<file path="src/rtl/serial_subtractor.sv">
// Bit-serial signed subtractor: computes the exact (SIZE+1)-bit a - b, one bit per cycle, LSB first.
// Optional zero flag port enabled by defining SERIAL_SUBTRACTOR_ZERO_FLAG_EN.
module serial_subtractor #(
  parameter int SIZE = 8
) (
  input  logic          clk,
  input  logic          reset_n,
  input  logic          start,
  input  logic [SIZE-1:0] a,
  input  logic [SIZE-1:0] b,
  output logic          busy,
  output logic          done,
  output logic [SIZE:0] result,
  output logic          overflow
`ifdef SERIAL_SUBTRACTOR_ZERO_FLAG_EN
  ,
  output logic          zero
`endif
);

  localparam int unsigned W  = SIZE + 1;
  localparam int unsigned CW = $clog2(SIZE + 1);

  typedef enum logic [1:0] {S_IDLE, S_RUN, S_DONE} state_e;

  state_e          state_q, state_d;
  logic [W-1:0]    a_q, a_d;
  logic [W-1:0]    b_q, b_d;
  logic [SIZE-1:0] sum_q, sum_d;
  logic            carry_q, carry_d;
  logic [CW-1:0]   cnt_q, cnt_d;
  logic [W-1:0]    result_q, result_d;
  logic            overflow_q, overflow_d;
  logic            busy_q, busy_d;
  logic            done_q, done_d;
  logic            last_c;
  logic            sum_bit_c;
  logic            carry_out_c;

  assign last_c      = (cnt_q == CW'(SIZE));
  assign sum_bit_c   = a_q[0] ^ ~b_q[0] ^ carry_q;
  assign carry_out_c = (a_q[0] & ~b_q[0]) | (a_q[0] & carry_q) | (~b_q[0] & carry_q);

  // State register
  always_ff @(posedge clk or negedge reset_n) begin
    if (!reset_n) state_q <= S_IDLE;
    else          state_q <= state_d;
  end

  // Next-state logic
  always_comb begin
    state_d = state_q;
    unique case (state_q)
      S_IDLE:  if (start) state_d = S_RUN;
      S_RUN:   if (last_c) state_d = S_DONE;
      S_DONE:  state_d = S_IDLE;
      default: state_d = S_IDLE;
    endcase
  end

  // Datapath and output next values; the final RUN cycle forms the MSB without shifting
  always_comb begin
    a_d        = a_q;
    b_d        = b_q;
    sum_d      = sum_q;
    carry_d    = carry_q;
    cnt_d      = cnt_q;
    result_d   = result_q;
    overflow_d = overflow_q;
    unique case (state_q)
      S_IDLE: begin
        if (start) begin
          a_d     = {a[SIZE-1], a};
          b_d     = {b[SIZE-1], b};
          carry_d = 1'b1;
          cnt_d   = '0;
        end
      end
      S_RUN: begin
        a_d     = a_q >> 1;
        b_d     = b_q >> 1;
        carry_d = carry_out_c;
        if (!last_c) begin
          sum_d = {sum_bit_c, sum_q[SIZE-1:1]};
          cnt_d = cnt_q + CW'(1);
        end else begin
          result_d   = {sum_bit_c, sum_q};
          overflow_d = sum_bit_c ^ sum_q[SIZE-1];
        end
      end
      default: ;
    endcase
    busy_d = (state_d == S_RUN);
    done_d = (state_d == S_DONE);
  end

  always_ff @(posedge clk or negedge reset_n) begin
    if (!reset_n) begin
      a_q        <= '0;
      b_q        <= '0;
      sum_q      <= '0;
      carry_q    <= 1'b0;
      cnt_q      <= '0;
      result_q   <= '0;
      overflow_q <= 1'b0;
      busy_q     <= 1'b0;
      done_q     <= 1'b0;
    end else begin
      a_q        <= a_d;
      b_q        <= b_d;
      sum_q      <= sum_d;
      carry_q    <= carry_d;
      cnt_q      <= cnt_d;
      result_q   <= result_d;
      overflow_q <= overflow_d;
      busy_q     <= busy_d;
      done_q     <= done_d;
    end
  end

  assign busy     = busy_q;
  assign done     = done_q;
  assign result   = result_q;
  assign overflow = overflow_q;

`ifdef SERIAL_SUBTRACTOR_ZERO_FLAG_EN
  logic zero_q, zero_d;

  // Zero flag follows result into DONE
  always_comb begin
    zero_d = zero_q;
    if (state_q == S_RUN && last_c) zero_d = ({sum_bit_c, sum_q} == '0);
  end

  always_ff @(posedge clk or negedge reset_n) begin
    if (!reset_n) zero_q <= 1'b0;
    else          zero_q <= zero_d;
  end

  assign zero = zero_q;
`endif

endmodule

</file>
<file path="config.mk">
export PLATFORM = sky130hd
export DESIGN_NAME = serial_subtractor
export DESIGN_NICKNAME = d
export VERILOG_FILES = /design/src/rtl/serial_subtractor.sv
export SDC_FILE = /design/constraint.sdc
export NUM_CORES = 1
export LEC_CHECK = 0
export CAP_MARGIN = 20
export CORE_UTILIZATION = 48
export DETAILED_ROUTE_END_ITERATION = 10
export PLACE_DENSITY = 0.75
export SYNTH_ARGS = -nofsm -noshare
export SYNTH_HDL_FRONTEND = slang
export SYNTH_SLANG_ARGS = --single-unit
</file>
<file path="constraint.sdc">
create_clock -name clk -period 1.6 [get_ports clk]
set_input_delay 0.32 -clock clk [delete_from_list [all_inputs] [get_ports clk]]
set_output_delay 0.32 -clock clk [all_outputs]
set_load 0.01 [all_outputs]
</file>
Word level (Yosys, flattened, before mapping)
Index checks and enable logic that the tools add are counted.
{"block": "word_totals", "wordCells": 45, "out_inout_bits": 12, "inputBits": 19, "regBits": 45}
{"block": "op_classes", "n_mux": 12, "n_eq_ne": 6, "reduce_logical": 6, "n_bitwise": 10, "addsub": 1}
{"cell": "$pmux 9 s2", "n": 2}
{"cell": "$mux 9", "n": 2}
{"cell": "$mux 4", "n": 2}
{"cell": "$pmux 4 s2", "n": 1}
{"cell": "$reduce_and 2->1", "n": 3}
{"cell": "$add 4x1->4 const B", "n": 1}
{"cell": "$eq 2x1->1 const B", "n": 2}
{"cell": "$eq 4x4->1 const B", "n": 1}
{"cell": "$mux 2", "n": 2}
{"cell": "$ne 2x2->1 const B", "n": 2}
{"cell": "$pmux 2 s2", "n": 1}
{"cell": "$and 1x1->1", "n": 3}
{"cell": "$reduce_and 3->1", "n": 1}
{"cell": "$xor 1x1->1", "n": 3}
{"cell": "$eq 2x2->1 const B", "n": 1}
{"cell": "$logic_not 2->1", "n": 1}
{"cell": "$not 1->1", "n": 2}
{"cell": "$or 1x1->1", "n": 2}
{"cell": "$pmux 1 s2", "n": 1}
{"cell": "$reduce_bool 2->1", "n": 1}
{"cell": "$mux 1", "n": 1}

Depth between registers and ports, before layout
{"block": "logic_depth", "depth_word": 5, "depth_mapped": 6, "ltp_nobuf": 5}

Worst setup path after synthesis
No wires, ideal clock.
{"block": "synth_path", "kind": "register to register", "start": "reg cnt_q[0]", "end": "reg overflow_q (netlist: overflow)", "setup_slack_ns": 0.096, "t_arrival_ns": 1.379, "required_ns": 1.475, "setup_time_ns": 0.125, "stages_incl_launch_ff": 7, "path_buffers": 1, "period_less_slack_ns": 1.504, "path_cell_list": "dfrtp_1 -> inv_1 -> ha_1 -> and3b_1 -> and2_4 -> buf_12 -> mux2_4"}
{"block": "synth_between", "elab_chain_len": 2}
{"element": "start, declared", "line_no": "31", "source": "logic [CW-1:0] cnt_q, cnt_d;"}
{"element": "start signal, assigned", "line_no": "113", "source": "cnt_q <= cnt_d;"}
{"element": "$eq 4x4->1", "line_no": "40", "source": "assign last_c = (cnt_q == CW'(SIZE));"}
{"element": "$reduce_and 2->1 (no source line)"}
{"element": "end signal, assigned", "line_no": "115", "source": "overflow_q <= overflow_d;"}
{"element": "end, declared", "line_no": "33", "source": "logic overflow_q, overflow_d;"}
No other way between the ends.
A chain may end at the register's enable or synchronous reset.

Worst setup path in the final report
{"block": "layout_path", "start": "reg result_q[7] (netlist: result[7])", "end": "out result[7]"}
{"element": "start, declared", "line_no": "32", "source": "logic [W-1:0] result_q, result_d;"}
{"element": "start signal, assigned", "line_no": "114", "source": "result_q <= result_d;"}
{"element": "end, declared", "line_no": "13", "source": "output logic [SIZE:0] result,"}
No word-level cell between the ends.

==> impl_metrics.tcl <==
set metrics [dict create \
    place_hpwl_um 2590 \
    rows 23 \
    critPathSlowestCell "clkdlybuf4s50_1" \
    synth_cell_types 28 \
    ios 31 \
    leakage_nw 1.13 \
    routabilityCongestion 0.848 \
    vdd_ir_drop_max_v 0.000675 \
    startpoint_type "flop" \
    cts_tree "done" \
    holdPathStages 1 \
    ant_nets 0 \
    gr-total-overflow 0 \
    nNetsFinal 238 \
    reg2reg_to "result[0]$_DFFE_PN0P_" \
    synth_common_cells "dfrtp_1 (45), o21ai_0 (22), a21oi_1 (19)" \
    ys_warn_count 0 \
    num_vias 1472 \
    numPortBuffers 30 \
    synth.most_common_cell "dfrtp_1" \
    drive_above_1_share 0.207 \
    clk_latency_ps 300 \
    ys_top_cells_by_area "dfrtp_1 (54%), a22oi_1 (6.2%), mux2_4 (5.8%)" \
    core-area_um2 4060 \
    cts-root-buf "clkbuf_8" \
    antenna_found_initial 0 \
    worstHoldStart "sum_q[0]$_DFFE_PN0P_" \
    grt_pass1_wl_um 6610 \
    drc_errors 0 \
    max_cap_viol_count 0 \
    syn_inst 178 \
    antenna_cells 0 \
    cts_buffers 5 \
    setup_viol 0 \
    synthArstFlopShare 1.00 \
    cts_max_path_buffers 2 \
    holdWs_ps 511 \
    ys_ff_latch 45 \
    synth_top_area_share 0.545 \
    crit_arrival_ps 1190 \
    slew_headroom 0.771 \
    initial_utilization 0.509 \
    synthFlopType "dfrtp_1" \
    synth.avg_cell_area_um2 11.6 \
    wl_um 3960 \
    synth_top_cell_by_area "dfrtp_1" \
    seq_area_um2 1130 \
    status "completed" \
    fillCellCount 313 \
    first_pass_iters 4 \
    r2r_start "cnt_q[0]$_DFFE_PN0P_" \
    post-route-period-util 0.946 \
    synth-edff-count 0 \
    rsz0062_at_grt "no" \
    slowest_delay_ps 540 \
    critPathRequiredTime_ps 1280 \
    hp-class "reg2reg" \
    yosysSeqAreaShare 0.545 \
    first_iter_violations 53 \
    grt_start_max_net_pins 46 \
    area_growth_syn_to_layout_pct 25.6 \
    synth_fp_nets 200 \
    clock.fmax_mhz 661 \
    dp.cells 254 \
    finalNonFillerCells 267 \
    grt.total_usage 0.201 \
    grt_pass1_vias 1394 \
    reg2reg_depth 5 \
    worst_slew_pin_slew_ps 342 \
    worst-path-max-fanout 2 \
    path_clk_slew_ps 90 \
    worstSetupPathType "reg2out" \
    numClockSinks 45 \
    cp_top_family "buffers and inverters" \
    placed_cell_area_um2 2440 \
    chipWidth_um 67.6 \
    min_delay_worst_endpoint "sum_q[0]$_DFFE_PN0P_" \
    dieHeight_um 67.6 \
    wl_per_cell_um 14.8 \
    reg2reg_slack_ps 90 \
    syn_area_um2 2070 \
    cp_num_buf_inv 1 \
    cp_cell_sequence "clkdlybuf4s50_1" \
    avgViaCountPerCell 5.51 \
    powerDensity_nw_per_um2 1830 \
    multi_input_area_um2 880 \
    endpoint_kind "output pin" \
    clock_skew_ps 10.6 \
    htree_levels 2 \
    fin_crit_ps 1510 \
    die_area_um2 4570 \
    slew_viol_final 0 \
    finalSetupTns_ps 0 \
    hold_violations 0 \
    stdcell_area_um2 2600 \
]
==> logic make-up after synthesis <==
family	Yosys count	share of synthesized area
muxes	18	0.111
xor gates and xnor gates	2	0.00848
AOI/OAI and AO/OA	61	0.172
adders and majority gates	3	0.0218
DFF	45	0.545
buffers and inverters	18	0.0442
and+or+nand+nor	31	0.0975
==> sequential cells by signal, indices dropped and copies added, names as in the netlist <==
| register | cells |
|---|---|
| a_q | 9 |
| b_q | 9 |
| result | 9 |
| sum_q | 8 |
| cnt_q | 4 |
| state_q | 2 |
| busy | 1 |
| carry_q | 1 |
| done | 1 |
| overflow | 1 |
==> layout make-up <==
| class | instances | share of cell area |
|---|---|---|
| clock buffer | 6 | 0.0318 |
| clock inverter | 2 | 0.00530 |
| sequential | 45 | 0.434 |
| tap | 50 | 0.0241 |
| multi-input combinational | 116 | 0.339 |
| inverter | 7 | 0.0101 |
| timing repair buffer | 41 | 0.156 |
==> layout by cell type (no fill, tap or decap), drive strengths merged <==
cell type	synthesis	final
ha	2	2
and3b	1	1
mux2i	2	2
o22ai	1	1
a21oi	19	19
o21ai	22	22
and2b	6	6
inv	7	7
mux2	16	16
clkdlybuf4s50	0	29
clkinv	0	2
buf	8	11
nand2	3	3
nand3b	1	1
o21bai	1	1
xnor2	2	2
and2	2	3
dfrtp	45	45
nor2b	14	14
a2bb2oi	1	1
fa	1	1
a22oi	17	17
clkbuf	3	6
dlygate4sd3	0	1
nand3	4	4
==> report_power, final <==
group	internal (mW)	switching, mW
Sequential	1.64	0.338
Combinational	1.15	0.899
Clock	0.350	0.382
Total	3.14	1.62
==> through the flow <==
step | total power [mW] | setup WS (ps) | utilization
final | 4.76 | 87.1 | 0.640
after global routing | 5.15 | 10.5 | 0.640
after CTS | 4.71 | -14.2 | 0.632
after detailed placement | 3.94 | -58.8 | 0.601
after global placement | 3.84 | 43.8 | 0.601
after floorplan | 3.28 | 96.4 | -
==> routing by layer <==
layer	up-vias	GRT usage	part of all wire
met5	-	0	0
met4	0	0.0904	0.014
met3	4	0.0591	0.050
met2	52	0.317	0.50
met1	709	0.253	0.44
li1	707	-	-
==> how the worst max path moves through the flow <==
stage                           from                     to  cells after the start
6_report       result[7]$_DFFE_PN0P_              result[7]                      1
5_1_grt         overflow$_DFFE_PN0P_               overflow                      1
4_1_cts         cnt_q[0]$_DFFE_PN0P_  result[0]$_DFFE_PN0P_                      5
3_5_place_dp                   start     b_q[6]$_DFFE_PN0P_                      5
3_3_place_gp                   start   cnt_q[0]$_DFFE_PN0P_                      4
2_1_floorplan   cnt_q[0]$_DFFE_PN0P_   overflow$_DFFE_PN0P_                      6
==> what timing repair did <==
item	in CTS	in global routing
cloned	1	0
resized for setup	1	6
endpoints found under the hold margin	26	0
setup buffers	1	2
hold buffers	1	0
endpoints found under the setup margin	1	18
pin swaps	0	2
Power figures use the tool's default switching activity.
